$ cat config.mk
export PLATFORM = sky130hd
export DESIGN_NAME = prog_truth_table
export DESIGN_NICKNAME = d
export VERILOG_FILES = /design/src/rtl/prog_truth_table.sv
export SDC_FILE = /design/constraint.sdc
export NUM_CORES = 1
export LEC_CHECK = 0
export ABC_AREA = 1
export BUFFER_PORTS_ARGS = -buffer_cell sky130_fd_sc_hd__clkbuf_2
export CAP_MARGIN = 10
export CORE_UTILIZATION = 55
export DETAILED_ROUTE_END_ITERATION = 10
export PLACE_DENSITY = 0.77
export SETUP_SLACK_MARGIN = 0.3
export SLEW_MARGIN = 20
export SYNTH_ARGS = -nofsm -noshare
export SYNTH_HDL_FRONTEND = slang
export SYNTH_SLANG_ARGS = --single-unit
$ cat constraint.sdc
create_clock -name clk -period 1.54 [get_ports clk]
set_input_delay 0.154 -clock clk [delete_from_list [all_inputs] [get_ports clk]]
set_output_delay 0.154 -clock clk [all_outputs]
set_load 0.05 [all_outputs]
$ cat src/rtl/prog_truth_table.sv
// Reprogrammable N-input / M-output truth-table evaluator with a valid/ready eval path
// and a serial, MSB-first table loader that swaps the active table atomically on the last bit.
module prog_truth_table #(
    parameter int N_IN  = 3,
    parameter int N_OUT = 1,
    parameter logic [N_OUT*(1<<N_IN)-1:0] RULE = 8'h54,
    parameter int CNT_W = 16
) (
    input  logic              clk,
    input  logic              reset,
    input  logic [N_IN-1:0]   in_bits,
    input  logic              in_valid,
    output logic              in_ready,
    output logic [N_OUT-1:0]  out_bits,
    output logic              out_valid,
    input  logic              out_ready,
    input  logic              cfg_start,
    input  logic              cfg_valid,
    input  logic              cfg_bit,
    output logic              cfg_busy,
    output logic              cfg_done,
    output logic [CNT_W-1:0]  eval_count
);

    localparam int DEPTH = 1 << N_IN;
    localparam int TBL_W = N_OUT * DEPTH;
    localparam int CW    = (TBL_W > 1) ? $clog2(TBL_W) : 1;

    localparam logic [0:0] IDLE = 1'b0;
    localparam logic [0:0] LOAD = 1'b1;

    logic [0:0]       state;
    logic [TBL_W-1:0] tbl;
    logic [TBL_W-1:0] shadow;
    logic [TBL_W-1:0] shadow_next;
    logic [CW-1:0]    cnt;
    logic             accept;
    logic             shift_en;
    logic             last_bit;
    logic [N_IN-1:0]  rev;
    logic [DEPTH-1:0] slice;
    logic [N_OUT-1:0] lookup;

    assign in_ready    = !out_valid || out_ready;
    assign accept      = in_valid && in_ready;
    assign cfg_busy    = (state == LOAD);
    // cfg_start outranks a same-cycle cfg_valid, so that bit is dropped
    assign shift_en    = (state == LOAD) && cfg_valid && !cfg_start;
    assign last_bit    = shift_en && (cnt == CW'(TBL_W - 1));
    assign shadow_next = {shadow[TBL_W-2:0], cfg_bit};

    // Vector 0 selects the slice MSB, so the bit index is the inverted vector
    assign rev = ~in_bits;

    always_comb begin
        lookup = '0;
        slice  = '0;
        for (int k = 0; k < N_OUT; k++) begin
            slice     = tbl[k*DEPTH +: DEPTH];
            lookup[k] = slice[rev];
        end
    end

    always_ff @(posedge clk or posedge reset) begin
        if (reset) begin
            state    <= IDLE;
            cnt      <= '0;
            shadow   <= '0;
            tbl      <= RULE;
            cfg_done <= 1'b0;
        end else begin
            cfg_done <= last_bit;
            if (cfg_start) begin
                state  <= LOAD;
                cnt    <= '0;
                shadow <= '0;
            end else if (shift_en) begin
                shadow <= shadow_next;
                if (last_bit) begin
                    tbl   <= shadow_next;
                    state <= IDLE;
                    cnt   <= '0;
                end else begin
                    cnt <= cnt + 1'b1;
                end
            end
        end
    end

    // Accepts on the commit edge still read the old table
    always_ff @(posedge clk or posedge reset) begin
        if (reset) begin
            out_bits   <= '0;
            out_valid  <= 1'b0;
            eval_count <= '0;
        end else if (accept) begin
            out_bits  <= lookup;
            out_valid <= 1'b1;
            if (eval_count != '1) begin
                eval_count <= eval_count + 1'b1;
            end
        end else if (out_ready) begin
            out_valid <= 1'b0;
        end
    end

endmodule
Word level (Yosys, flattened, before mapping)

Cells that the tools add are included.

Add/subtract/negate cells: 2
Reductions and logical operators: 13
Muxes and demuxes: 12
Bitwise operators: 2
$lt $le $gt $ge: 1
Eq/ne operators: 2

Operators by type and width:

| cell                                                                          | number |
|---|---|
| 16-bit by 1-bit adder with 16-bit output (second input constant)              | 1 |
| 16-bit != test (second input constant)                                        | 1 |
| 7-bit 2-to-1 mux                                                              | 2 |
| 3-bit 2-to-1 mux                                                              | 3 |
| 1-bit 2-to-1 mux                                                              | 6 |
| 2-bit nonzero test                                                            | 3 |
| 1-bit logical AND                                                             | 4 |
| 3-bit by 4-bit less-than comparator with 1-bit output (second input constant) | 1 |
| 2-bit AND reduction                                                           | 2 |
| 3-bit by 1-bit adder with 3-bit output (second input constant)                | 1 |
| 1-bit binary-select mux with 3-bit select                                     | 1 |
| 3-bit equality test (second input constant)                                   | 1 |
| 3-bit inverter                                                                | 1 |
| 3-bit AND reduction                                                           | 1 |
| 1-bit logical NOT                                                             | 2 |
| 1-bit logical OR                                                              | 1 |
| 1-bit inverter                                                                | 1 |

Bits in registers: 38
Logic and storage cells: 40
Output and inout port bits: 21
Input port bits: 10

Longest topological paths before layout

Depth in word-level cells: 6
Depth in mapped cells: 9
Mapped depth without buffers: 9

Least setup slack after synthesis

No wires, ideal clock.

Path kind: reg-to-reg
Start point: register eval_count[0]
End point: register eval_count[0]
Clock period less this slack: 1.762 ns
Path slack: -0.222 ns
Data required time: 1.420 ns
Stages on the path, launching flop included: 10
Arrival: 1.642 ns
Path through: dfrtp_1 ha_1 nand3_2 inv_1 nand2_1 nor2_2 nor2_2 buf_6 nand2_1 nand2_1

Longest elaborated chain between the ends: 2
Elaborated cells between the ends (all ways): 3
Classes of those cells: add/sub (1); eq/ne (1); reduce/logical (1)

Ends and longest elaborated chain:

| element                                                                          | RTL line | text |
|---|---|---|
| start, declared                                                                  | 22       | `output logic [CNT_W-1:0] eval_count` |
| start signal, assigned                                                           | 100      | `eval_count <= eval_count + 1'b1;` |
| branches (longest 2 deep; another with 16-bit by 1-bit adder with 16-bit output) | n/a      |  |

Parallel ways; which one is timed is not known.
A chain may end at the register's enable or synchronous reset.

Final worst setup path

Start point: register eval_count[0]
End point: register eval_count[11]

The elaborated chain is that of the path after synthesis.

==> metrics list <==
- Setup violations remaining at the end of the flow were counted as 0.
- Clock tree synthesis inserted a total of 5 buffers.
* Critical path launch point type: flop
- Ratio of final minimum period to clock period: approximately 93%
* HPWL after detailed placement: 2760 um
- VDD sags by at most ~0.9 mV.
* Setup repair after global routing missed its margin: true
- Effective utilization at floorplan: between 50 and 60%
* Number of sinks driven by the clock tree: 38
- Along the worst path, the maximum fanout reaches 4.
- Commonest non-fill, non-tap cell in the layout: nand2_1
- Number of vias in the routed layout: between 1500 and 2000
- Core outline area: around 3300 um2
- The H-tree was split into 2 levels.
- In the final layout, the share of cells above drive strength 1 is a little over two fifths.
* Leakage: about 1.3 nW
- Summed over all layers, the global routing overflow is 0.
- Standard-cell rows: 21
- For this run, the slowest stage of the critical path takes 0.42 ns.
* Synth-to-layout area growth: 42.2%
- The final-report max-slew violation count is 0.
* Number of design-rule violations left by the first detailed-router iteration: between 100 and 150
- The flow ran to the end, and the final reports show no timing, DRC or antenna violations.
- The slowest stage of the critical path belongs to the cell dfrtp_2.
* Sort of element at the end of the critical path: flop
- After detailed routing, the number of remaining DRC violations is 0.
- From bottom edge to top edge, the die measures just over 60 um.
- In this run the deepest clock path goes through 2 buffers.
- Number of nets in the final layout: about 310
- Least-Margin Pin Slew: 0.478 ns
* Final count of hold timing violations: 0
- The count of nets left with antenna violations once routing finished came out at 0.
* Sum of buffers and inverters on the critical path: 3
- Final WL: 5150 um
- Syn Nets: 254
- Total Power Consumption: approximately 0.0032 W
- In this design, the critical path's most frequently occurring cell is nand2_1.
- After synthesis, the mean cell area works out to 7.99 um2.
* Post-route clock skew: around 0.011 ns
- Final period demand of the worst path: around 1.4 ns
- The first global-routing pass estimated 7310 um of wire.
* Max Freq: 697 MHz
- The worst pin sits at a relative slew slack of 68.1%.
* Number of antenna violations at the first check in global routing: 0
- The via count of the first global-routing pass is between 1500 and 2000.
- In the final timing run, aggregate negative setup slack is 0 ns.
- The worst setup path is of the flop to flop kind.
* Root Buffer Master: clkbuf_4
- Entering global routing, the biggest net connects 39 pins.
* Crit path required time: roughly 1.8 ns
* Data arrival, critical path: 1.70 ns
* Die Wd: roughly 60 um
- Pwr per Cell Area: approximately 1200 nW/um2
- Cell area after placement: between 2000 and 2500 um2
- Sequential elements use roughly half of the synthesized area.
- Final hold analysis gives a worst-case slack of approximately 0.054 ns.
- Broken down by cell family, the worst path's largest delay share belongs to simple AND/OR/NAND/NOR gates.
- Placer congestion estimate: roughly 0.80
- For this run, the total global-route usage over all layers was measured as between 20% and 30%.
- DRT Pass-1 Iters: 4
* I/O pin count: 31
- Clock insertion delay at the later pin of the skew report: ~0.36 ns
* Quantity of I/O buffers inserted on ports: 30
* Cell area after technology mapping: around 1900 um2
- ANT cells: 0
- After synthesis the netlist holds a flip-flop and latch count of 38.
* Number of warnings reported in the yosys synthesis log: 0
- TritonCTS built the clock tree.
- Clock-pin slew was measured on the worst setup and hold paths at about 0.12 ns.
* Hold WC Path Type: primary input to flop
- Via density per instance: 5.37
- Synthesized instance count: ~240
- Synthesis instantiated 22 different standard cells from the library.
- The die covers roughly 3700 um2.
- After routing the design area is 2740 um2.
* Most frequent cells in the layout: nand2_1, inv_1, dfrtp_2
- After detailed routing, the average wire length per cell comes to between 10 and 15 um.
- The tool flagged a number of max-cap violations equal to 0.
* Ordered list of cells on the worst path: buf_4 -> buf_6 -> inv_1 -> nor2_2 -> nand3_1 -> nand2_1 -> nand2_1 -> nand2_2 -> o21ai_2
## worst register-to-register path, cell delays in order (launching register included)
cell and delay (ns):
dfrtp_2 0.42, buf_4 0.12, buf_6 0.11, inv_1 0.07, nor2_2 0.23, nand3_1 0.15, nand2_1 0.08, nand2_1 0.06
nand2_2 0.07, o21ai_2 0.04
## power by group
part / switching, W / internal, W / leakage [nW]
clock: 0.000349 / 0.000336 / 0.0450
combinational: 0.000704 / 0.000521 / 0.821
sequential: 0.000152 / 0.00112 / 0.476
total: 0.00120 / 0.00198 / 1.34
## path summary, 6_finish.rpt
check | start | end | slack (ns) | cells past startpoint
setup / recovery | eval_count[0] | eval_count[11] | 0.11 | 9
hold / removal | cfg_bit | shadow[0] | 0.05 | 3
setup reg to reg | eval_count[0] | eval_count[11] | 0.11 | 9
hold reg to reg | slice[2] | slice[2] | 0.48 | 2
max in group asynchronous | reset | eval_count[6] | 0.76 | 4
min in group asynchronous | reset | shadow[3] | 0.42 | 4
## per-stage QoR
| step | instances | setup slack [ns] | utilization (%) |
|---|---|---|---|
| 3_5_place_dp | 320 | 0.0891 | 66.5 |
| 5_1_grt | 347 | 0.0301 | 82.0 |
| 4_1_cts | 339 | 0.180 | 76.7 |
| 2_1_floorplan | 241 | 0.0521 | - |
| 3_3_place_gp | 320 | 0.107 | 66.5 |
| 6_report | 347 | 0.105 | 82.0 |
## synth_stat cells, drive strengths merged
cell type	instances	area share, %
nand2	81	17
dfrtp	35	45
inv	33	6.4
nor2	29	7.0
o21ai	17	5.2
nand3	14	3.9
o22ai	7	2.3
xor2	5	2.3
nand4	4	1.3
a21oi	3	0.78
dfstp	3	4.1
ha	3	1.9
nand3b	3	1.2
buf	2	0.84
nor3	2	0.78
## registers in the layout (all words and copies together), names as in the netlist
signal,cells
slice,8
out_bits,1
cnt,3
eval_count,16
cfg_busy,1
out_valid,1
cfg_done,1
shadow,7
## logic make-up after synthesis
logic type	Yosys count	share of synthesized area, %
AND/OR/NAND/NOR	133	30.7
adder cells (fa/ha/maj)	3	1.95
flip-flops	38	49.6
XOR/XNOR	5	2.27
buffers and inverters	35	7.28
AO/OA/AOI/OAI	27	8.25
## routing by layer
layer,up-vias,global-route usage [%],wire length (um),part of all wire (%)
met5,-,0,0,0
met2,60,43.6,2700,52
li1,877,-,-,-
met4,0,11.0,133,2.6
met3,16,7.98,234,4.5
met1,911,35.2,2080,40
## timing repair
action	4_1_cts	5_1_grt
buffers inserted	10	6
hold endpoints to repair	35	0
gates resized for setup	43	53
setup endpoints to repair	21	44
pin swaps	9	4
cloned	0	2
hold buffers	1	0
## layout make-up
type,instances,area (um2)
Fill cell,199,599
Tap cell,46,57.6
Clock buffer,5,37.5
Inverter,33,124
Timing Repair Buffer,52,477
Multi-Input combinational cell,170,1020
Sequential cell,38,977
Clock inverter,3,40.0
Power figures use the tool's default switching activity.
